### src/rtl/audio_codec_config_queue_if.sv
// Command/busy bundle between a config sequencer and the shared i2c write controller.
interface audio_codec_config_queue_if;
  logic [6:0] address;
  logic [7:0] data_0;
  logic [7:0] data_1;
  logic       i2c_start;
  logic       i2c_busy;

  modport master (output address, output data_0, output data_1, output i2c_start, input i2c_busy);
  modport slave  (input address, input data_0, input data_1, input i2c_start, output i2c_busy);
endinterface

### src/rtl/audio_codec_config_queue.sv
// Walks the fixed 9-entry codec register table into the i2c write controller,
// one strobed command per entry, with a busy-rise timeout and a fixed inter-command gap.
module audio_codec_config_queue #(
  parameter logic [6:0] DEV_ADDR     = 7'h1A,
  parameter int         NUM_CMDS     = 9,
  parameter int         BUSY_TIMEOUT = 16,
  parameter int         GAP_CYCLES   = 25
) (
  input  logic                        clk,
  input  logic                        rst,
  input  logic                        start,
  audio_codec_config_queue_if.master  i2c,
  output logic [3:0]                  index,
  output logic                        done,
  output logic                        error
);

  localparam int CNT_MAX = (BUSY_TIMEOUT > GAP_CYCLES) ? BUSY_TIMEOUT : GAP_CYCLES;
  localparam int CNT_W   = $clog2(CNT_MAX + 1);
  localparam logic [CNT_W-1:0] TO_LAST  = CNT_W'(BUSY_TIMEOUT - 1);
  localparam logic [CNT_W-1:0] GAP_LAST = CNT_W'(GAP_CYCLES - 1);
  localparam logic [3:0]       IDX_LAST = 4'(NUM_CMDS - 1);

  typedef enum logic [3:0] {
    S_IDLE, S_DRAIN, S_LOAD, S_STROBE, S_WAIT_HI, S_WAIT_LO, S_GAP, S_DONE, S_ERROR
  } state_t;

  state_t           state, state_n;
  logic [CNT_W-1:0] cnt;
  logic [7:0]       d0_q, d1_q;

  // Entry layout {reg[6:0], data[8:0]}: the upper byte is exactly data_0.
  function automatic logic [15:0] entry(input logic [3:0] i);
    case (i)
      4'd0:    entry = {7'd15, 9'h000};
      4'd1:    entry = {7'd6,  9'h012};
      4'd2:    entry = {7'd0,  9'h017};
      4'd3:    entry = {7'd1,  9'h017};
      4'd4:    entry = {7'd4,  9'h012};
      4'd5:    entry = {7'd5,  9'h000};
      4'd6:    entry = {7'd7,  9'h042};
      4'd7:    entry = {7'd8,  9'h000};
      4'd8:    entry = {7'd9,  9'h001};
      default: entry = 16'h0000;
    endcase
  endfunction

  always_ff @(posedge clk) begin
    if (rst) state <= S_IDLE;
    else     state <= state_n;
  end

  always_comb begin
    state_n       = state;
    i2c.i2c_start = 1'b0;
    i2c.address   = (state == S_IDLE) ? 7'd0 : DEV_ADDR;
    case (state)
      S_IDLE, S_DONE, S_ERROR: if (start) state_n = S_DRAIN;
      S_DRAIN:   if (!i2c.i2c_busy) state_n = S_LOAD;
      S_LOAD:    state_n = S_STROBE;
      S_STROBE: begin
        i2c.i2c_start = 1'b1;
        state_n       = S_WAIT_HI;
      end
      S_WAIT_HI: begin
        if (i2c.i2c_busy)        state_n = S_WAIT_LO;
        else if (cnt == TO_LAST) state_n = S_ERROR;
      end
      S_WAIT_LO: if (!i2c.i2c_busy) state_n = S_GAP;
      S_GAP:     if (cnt == GAP_LAST) state_n = (index == IDX_LAST) ? S_DONE : S_LOAD;
      default:   state_n = S_IDLE;
    endcase
  end

  // Data bytes are registered on the edge into LOAD so they lead the strobe by a cycle
  // and stay put until the next LOAD, which cannot happen while busy is high.
  always_ff @(posedge clk) begin
    if (rst) begin
      cnt   <= '0;
      index <= 4'd0;
      done  <= 1'b0;
      error <= 1'b0;
      d0_q  <= 8'd0;
      d1_q  <= 8'd0;
    end else begin
      case (state)
        S_IDLE, S_DONE, S_ERROR: begin
          if (start) begin
            index <= 4'd0;
            done  <= 1'b0;
            error <= 1'b0;
          end
        end
        S_DRAIN: begin
          if (!i2c.i2c_busy) begin
            d0_q <= entry(index)[15:8];
            d1_q <= entry(index)[7:0];
          end
        end
        S_STROBE: cnt <= '0;
        S_WAIT_HI: begin
          if (!i2c.i2c_busy) begin
            cnt <= cnt + 1'b1;
            if (cnt == TO_LAST) error <= 1'b1;
          end
        end
        S_WAIT_LO: cnt <= '0;
        S_GAP: begin
          if (cnt == GAP_LAST) begin
            cnt <= '0;
            if (index == IDX_LAST) begin
              done <= 1'b1;
            end else begin
              index <= index + 4'd1;
              d0_q  <= entry(index + 4'd1)[15:8];
              d1_q  <= entry(index + 4'd1)[7:0];
            end
          end else begin
            cnt <= cnt + 1'b1;
          end
        end
        default: ;
      endcase
    end
  end

  assign i2c.data_0 = d0_q;
  assign i2c.data_1 = d1_q;

endmodule

### src/flat_wrapper.sv
// flat-port wrapper written by rule: the top's interface ports become plain ports
module audio_codec_config_queue_flat 
#(
  parameter logic [6:0] DEV_ADDR     = 7'h1A,
  parameter int         NUM_CMDS     = 9,
  parameter int         BUSY_TIMEOUT = 16,
  parameter int         GAP_CYCLES   = 25
)
  (clk, rst, start, index, done, error, i2c_address, i2c_data_0, i2c_data_1, i2c_i2c_start, i2c_i2c_busy);
  audio_codec_config_queue_if i2c_i ();
  input  logic clk;
  input  logic rst;
  input  logic start;
  output logic [3:0] index;
  output logic done;
  output logic error;
  output wire logic [$bits(i2c_i.address)-1:0] i2c_address;
  output wire logic [$bits(i2c_i.data_0)-1:0] i2c_data_0;
  output wire logic [$bits(i2c_i.data_1)-1:0] i2c_data_1;
  output wire logic [$bits(i2c_i.i2c_start)-1:0] i2c_i2c_start;
  input wire logic [$bits(i2c_i.i2c_busy)-1:0] i2c_i2c_busy;
  assign i2c_address = i2c_i.address;
  assign i2c_data_0 = i2c_i.data_0;
  assign i2c_data_1 = i2c_i.data_1;
  assign i2c_i2c_start = i2c_i.i2c_start;
  assign i2c_i.i2c_busy = i2c_i2c_busy;
  audio_codec_config_queue #(.DEV_ADDR(DEV_ADDR), .NUM_CMDS(NUM_CMDS), .BUSY_TIMEOUT(BUSY_TIMEOUT), .GAP_CYCLES(GAP_CYCLES)) u_core (.clk(clk), .rst(rst), .start(start), .i2c(i2c_i), .index(index), .done(done), .error(error));
endmodule
### config.mk
export PLATFORM = sky130hd
export DESIGN_NAME = audio_codec_config_queue_flat
export DESIGN_NICKNAME = d
export VERILOG_FILES = /design/src/rtl/audio_codec_config_queue_if.sv /design/src/rtl/audio_codec_config_queue.sv /design/src/flat_wrapper.sv
export SDC_FILE = /design/constraint.sdc
export NUM_CORES = 1
export LEC_CHECK = 0
export CORE_MARGIN = 2
export CORE_UTILIZATION = 34
export DETAILED_ROUTE_END_ITERATION = 10
export PLACE_DENSITY = 0.52
export SLEW_MARGIN = 25
export SYNTH_ARGS = -nofsm -noshare
export SYNTH_HDL_FRONTEND = slang
export SYNTH_SLANG_ARGS = --single-unit
export TNS_END_PERCENT = 1
### constraint.sdc
create_clock -name clk -period 3 [get_ports clk]
set_clock_uncertainty 0.05 [all_clocks]
set_input_delay 0.45 -clock clk [delete_from_list [all_inputs] [get_ports clk]]
set_output_delay 0.45 -clock clk [all_outputs]
set_load 0.02 [all_outputs]
==> qor.yml, run 1 <==
floorplanning:
  chip_width_um: 84.2
  top_level_ports: 34
  die_y_um: 84.2
  placement_rows: 29
  floorplan.initialDensity_pct: 34.8
  core_area_um2: 6280
  floorplan.die_area_um2: 7090
setup_path:
  worstSetupPathType: "input port to flip-flop"
  required_ns: 3.17
  timing.critical_path.arrival_ns: 2.87
  crit_fanout: 4
  critPathLaunchType: "input port"
  worst_setup_path_end_kind: "flip-flop"
  rrSetupSlack_ns: 0.48
routing:
  detailedRoute.firstPassIterationCount: 4
  vias_per_cell: 5.05
  wl_um: 4960
  first_iter_violations: 75
  route.vias.total: 1838
  wl_per_cell_um: 13.6
  antenna_violating_nets_post_route: 0
  drt_drc_violations_left: 0
logic_synthesis:
  postSynthRegisterBits: 33
  synth_adder_area_share_pct: 7.44
  synth_top_family_by_area: "compound AO/OA/AOI/OAI gates"
  synth_area_leader_cell: "dfxtp_1"
  synthMostInstantiatedCell: "dfxtp_1"
  synth_top_flop_cell: "dfxtp_1"
  postSynthCellCount: 258
  synthesis.area_um2: 2190
  cell_types_with_the_largest_area_share_after_synthesis: "dfxtp_1 (30%), ha_1 (7.4%), a21oi_1 (5.5%)"
  fraction_of_the_mapped_netlist_area_in_compound_gates_pct: 24.7
  mux_share_of_post_synthesis_cell_area_pct: 0.915
  sequential_cell_area_fraction_in_the_yosys_report_pct: 30.2
  synth_top_cell_area_share_pct: 30.2
  synth_edf_count: 0
  synth_top_cells_by_count: "dfxtp_1 (33), a21oi_1 (24), nor2_1 (20)"
  yosys_warnings: 0
  asyncSetResetFlopFracSynth_pct: 0
  mean_post_synth_cell_area_um2: 8.48
  post_synth_xor_area_fraction_pct: 3.95
  yosys.area_share.simple_pct: 22.7
  ys_types: 63
timing:
  timing.setup.tns_ns: 0
  fin_crit_ns: 2.70
  slew-limit-headroom_pct: 57.2
  final-max-slew-violation-count: 0
  max_clock_freq_mhz: 370
  setup_violations: 0
  final_hold_vios: 0
  grt_setup_unrepaired: "false"
  layout_worst_path_cycle_share_pct: 90.1
  worst_pin_slew_ns: 0.636
clocking:
  cts_hold_repair.buffers: 0
  cts_root_buf: "clkbuf_8"
  cts_setup_buffers: 0
  cts_htree_levels: 2
  clk_transition_reported_paths_ns: 0.07
  clockBufferDepth: 2
  clock_latency_ns: 0.29
  clock_sink_count: 33
  numCtsBuffers: 5
  cts_repair_resize_count: 0
  tritoncts: "done"
grt:
  groute.layer.met3.usage_pct: 3.15
  grt_start_max_net_pins: 19
  antenna_found_initial: 0
  gr-total-overflow: 0
  global_route.usage.total_pct: 14.7
  globalRouteMet1Util_pct: 21.1
  gr-max-usage-layer: "met2"
  first_global_vias: 1736
  grt_pass1_wl_um: 8490
  grtUsageMet2_pct: 21.6
flow_run:
  max_cap_viol_count: 0
power:
  power.density_nw_per_um2: 462
  leakage_power_total_nw: 0.940
  p_total_mw: 1.19
  power.ir.vdd_worst_v: 0.000168
hold_path:
  hp-class: "flip-flop to flip-flop"
layout:
  utilization_pct: 41.2
  final_layout_size_suffix_gt1_share_pct: 13.6
  antenna_cells: 0
  syn2layout_area_growth_pct: 18.1
  n_fill_cell: 643
  final_net_count: 303
outcome:
  run_status: "complete, no violations"
placement:
  final_weighted_congestion_of_routability_driven_global_placement: 0.879
  buffer_ports.inserted: 22
  estimated_wirelength_of_the_detail_placed_design_um: 3710
==> placed cells by master (no fill, tap or decap), types with 10 or more instances in the layout <==
| cell | count |
|---|---|
| nor3_1 | 10 |
| nand2_1 | 16 |
| o21ai_0 | 11 |
| ha_1 | 13 |
| buf_4 | 17 |
| clkdlybuf4s50_1 | 22 |
| inv_1 | 11 |
| dfxtp_1 | 33 |
| nor2_1 | 20 |
| conb_1 | 11 |
| a21oi_1 | 24 |
==> report_power, final <==
part           switching (mW)  total (mW)  internal, mW
combinational           0.209       0.367         0.158
sequential             0.0217       0.490         0.468
clock                   0.176       0.339         0.163
==> worst paths after layout <==
| path | from | endpoint | cells past startpoint |
|---|---|---|---|
| hold / removal | u_core.error$_SDFFE_PP0P_ | u_core.error$_SDFFE_PP0P_ | 2 |
| setup / recovery | start | flip-flop | 10 |
| hold reg to reg | u_core.error$_SDFFE_PP0P_ | u_core.error$_SDFFE_PP0P_ | 2 |
| setup reg to reg | u_core.state[1]$_SDFFE_PP0P_ | flip-flop | 9 |
==> stage by stage <==
stage / std cells / setup slack (ns) / hold slack (ns) / area, um^2
6_report: 364 / 0.296 / 0.413 / 2580
5_1_grt: 364 / 0.197 / 0.453 / 2580
4_1_cts: 364 / 0.301 / 0.421 / 2580
3_5_place_dp: 356 / 0.00816 / 0.411 / 2490
3_3_place_gp: 356 / 0.0598 / 0.396 / 2490
2_1_floorplan: 268 / 0.392 / 0.422 / 2220
==> final cells by class <==
class / instances / area (um^2) / area share [%]
clock inverters: 3 / 22.5 / 0.872
repair buffers: 39 / 348 / 13.5
clock buffers: 5 / 68.8 / 2.66
inverters: 11 / 41.3 / 1.60
flip-flops and latches: 33 / 661 / 25.6
multi-input cells: 196 / 1350 / 52.1
well taps: 77 / 96.3 / 3.73
==> logic make-up (layout without fill, tap and decap cells) <==
kind of cell    count (synthesis)  after routing
xor+xnor                        9              9
buf+inv                        39             58
simple gates                   87             87
compound gates                 74             74
mux                             2              2
flops                          33             33
other cells                     1             11
fa+ha+maj                      13             13
==> layer usage <==
metal,routed length (um),up-vias,part of all wire (%)
li1,-,963,-
met1,2640,831,53
met2,2130,36,43
met3,132,8,2.7
met4,57,0,1.2
met5,0,-,0
==> worst max-delay path: stages <==
cell,delay (ns)
clkdlybuf4s50_1,0.49
or4b_1,0.47
o31a_1,0.16
o21ai_0,0.24
a21oi_1,0.12
inv_1,0.09
ha_1,0.17
inv_1,0.05
or4_1,0.52
o211ai_1,0.11
No activity file was read; power rests on OpenSTA's default activity.
==> run 2, diff against run 1 <==
--- a/config.mk
+++ b/config.mk
@@ -5,9 +5,12 @@
 export SDC_FILE = /design/constraint.sdc
 export NUM_CORES = 1
 export LEC_CHECK = 0
+export ABC_AREA = 1
+export CORE_ASPECT_RATIO = 0.7
 export CORE_MARGIN = 2
 export CORE_UTILIZATION = 34
 export DETAILED_ROUTE_END_ITERATION = 10
+export GPL_TIMING_DRIVEN = 0
 export PLACE_DENSITY = 0.52
 export SLEW_MARGIN = 25
 export SYNTH_ARGS = -nofsm -noshare
==> run 2 against run 1 <==
Effect of this change: sequential power increased by 50%; sequential cell count unchanged; clock-buffer cell count unchanged; final area decreased by 4.6%; highest routed layer unchanged.
==> qor.yml, run 2 <==
outcome:
  run_status: "complete, no violations"
clocking:
  cts_setup_buffers: 0
  cts_htree_levels: 2
  clk_transition_reported_paths_ns: 0.08
  tritoncts: "done"
  cts_root_buf: "clkbuf_8"
  numCtsBuffers: 5
  clock_sink_count: 33
  clockBufferDepth: 2
  cts_repair_resize_count: 0
  cts_hold_repair.buffers: 0
  clock_latency_ns: 0.29
layout:
  layout_commonest_cell: "nand2_1"
  final_layout_size_suffix_gt1_share_pct: 16.2
  multi_input_comb_area_um2: 1100
  post-route-cell-area_um2: 2470
  syn2layout_area_growth_pct: 22.7
  antenna_cells: 0
  n_fill_cell: 607
  layout_common_cells: "nand2_1 (48), inv_1 (34), dfxtp_1 (33)"
  ff_latch_area_um2: 661
  final_net_count: 331
setup_path:
  critPathLaunchType: "flip-flop"
  timing.critical_path.arrival_ns: 2.72
  rrSetupSlack_ns: 0.45
  required_ns: 3.16
  worst_setup_path_end_kind: "flip-flop"
  crit_fanout: 8
  worstSetupPathType: "flip-flop to flip-flop"
timing:
  final-max-slew-violation-count: 0
  grt_setup_unrepaired: "false"
  final_hold_vios: 0
  timing.setup.tns_ns: 0
  setup_violations: 0
  final.hold.worst_slack_ns: 0.420
  max_clock_freq_mhz: 392
  worst_pin_slew_ns: 0.522
  slew-limit-headroom_pct: 65.2
  layout_worst_path_cycle_share_pct: 85.1
  fin_crit_ns: 2.55
routing:
  wl_per_cell_um: 11.8
  vias_per_cell: 4.50
  antenna_violating_nets_post_route: 0
  wl_um: 4580
  route.vias.total: 1755
  first_iter_violations: 151
  drt_drc_violations_left: 0
  detailedRoute.firstPassIterationCount: 5
hold_path:
  hp-class: "flip-flop to flip-flop"
logic_synthesis:
  synthesis.area_um2: 2010
  postSynthCellCount: 276
  synth_top_flop_cell: "dfxtp_1"
  postSynthRegisterBits: 33
  synth_top_cells_by_count: "nand2_1 (48), inv_1 (34), dfxtp_1 (33)"
  ys_types: 35
  synth_edf_count: 0
  synth_area_leader_cell: "dfxtp_1"
  cell_types_with_the_largest_area_share_after_synthesis: "dfxtp_1 (33%), nand2_1 (9.0%), ha_1 (8.1%)"
  yosys_warnings: 0
  sequential_cell_area_fraction_in_the_yosys_report_pct: 32.9
  asyncSetResetFlopFracSynth_pct: 0
  synth_top_cell_area_share_pct: 32.9
  synthMostInstantiatedCell: "nand2_1"
  mean_post_synth_cell_area_um2: 7.28
grt:
  gr-total-overflow: 0
  antenna_found_initial: 0
  first_global_vias: 1510
  global_route.usage.total_pct: 15.1
  grt_start_max_net_pins: 13
  grt_pass1_wl_um: 7310
power:
  p_total_mw: 2.88
  leakage_power_total_nw: 1.16
  power.density_nw_per_um2: 1170
  power.ir.vdd_worst_v: 0.000463
placement:
  final_weighted_congestion_of_routability_driven_global_placement: 0.861
  buffer_ports.inserted: 21
  estimated_wirelength_of_the_detail_placed_design_um: 3540
  total_placed_instance_area_um2: 2350
floorplanning:
  chip_width_um: 95.9
  core_area_um2: 5730
  die_y_um: 68.3
  placement_rows: 23
  floorplan.die_area_um2: 6550
  floorplan.initialDensity_pct: 35.1
  top_level_ports: 34
flow_run:
  max_cap_viol_count: 0
run 2: where the power goes:
part | switching (mW) | internal [mW] | total (mW)
Combinational | 1.06 | 0.652 | 1.71
Sequential | 0.125 | 0.610 | 0.735
Clock | 0.192 | 0.249 | 0.440
Total | 1.37 | 1.51 | 2.88
run 2: cells by family after synthesis:
logic type	Yosys count	synth area share [%]
buf+inv	59	14.1
compound gates	62	17.4
fa+ha+maj	13	8.09
simple gates	106	26.5
xor+xnor	2	0.872
other cells	1	0.187
flops	33	32.9
run 2: worst paths after layout:
kind	from	to	depth (start not counted)
max	u_core.index[0]$_SDFFE_PP0N_	flip-flop	14
min	u_core.i2c.data_1[2]$_SDFFE_PP0P_	u_core.i2c.data_1[2]$_SDFFE_PP0P_	2
max reg2reg	u_core.index[0]$_SDFFE_PP0N_	flip-flop	14
min reg2reg	u_core.i2c.data_1[2]$_SDFFE_PP0P_	u_core.i2c.data_1[2]$_SDFFE_PP0P_	2
run 2: critical path: stages (launching register included):
cell and delay (ns):
dfxtp_1 0.52, inv_1 0.17, ha_1 0.24, nand2_1 0.06, nor2_1 0.08, nand2_4 0.10
nand2_4 0.08, o21ai_0 0.20, nand2_1 0.13, nor2_1 0.22, inv_1 0.12, ha_1 0.20
inv_1 0.06, nand2_2 0.06, a21oi_1 0.16
run 2: layout make-up:
class / count / area share, %
Buffer: 18 / 5.23
Timing Repair Buffer: 21 / 8.52
Sequential cell: 33 / 26.8
Inverter: 41 / 6.24
Clock inverter: 3 / 1.88
Tap cell: 75 / 3.81
Clock buffer: 5 / 2.79
Multi-Input combinational cell: 194 / 44.7
run 2: per-layer routing:
layer	global-route usage [%]	routed length (um)	up-vias
li1	-	-	939
met1	23.4	2630	770
met2	20.0	1680	44
met3	3.63	240	2
met4	4.82	32	0
met5	0	0	-
run 2: metrics by stage:
step / util (%) / std cells / worst slack (ns)
floorplan: - / 286 / 0.730
global placement: 41.1 / 382 / 0.512
detailed placement: 41.1 / 382 / 0.489
CTS: 43.1 / 390 / 0.454
global route: 43.1 / 390 / 0.195
finish: 43.1 / 390 / 0.447
==> run 3, diff against run 2 <==
--- a/config.mk
+++ b/config.mk
@@ -16,4 +16,4 @@
 export SYNTH_ARGS = -nofsm -noshare
 export SYNTH_HDL_FRONTEND = slang
 export SYNTH_SLANG_ARGS = --single-unit
-export TNS_END_PERCENT = 1
+export TNS_END_PERCENT = 10
==> results of run 3 <==
Same layout as run 2: the final DEF is identical, and so are final timing and power.
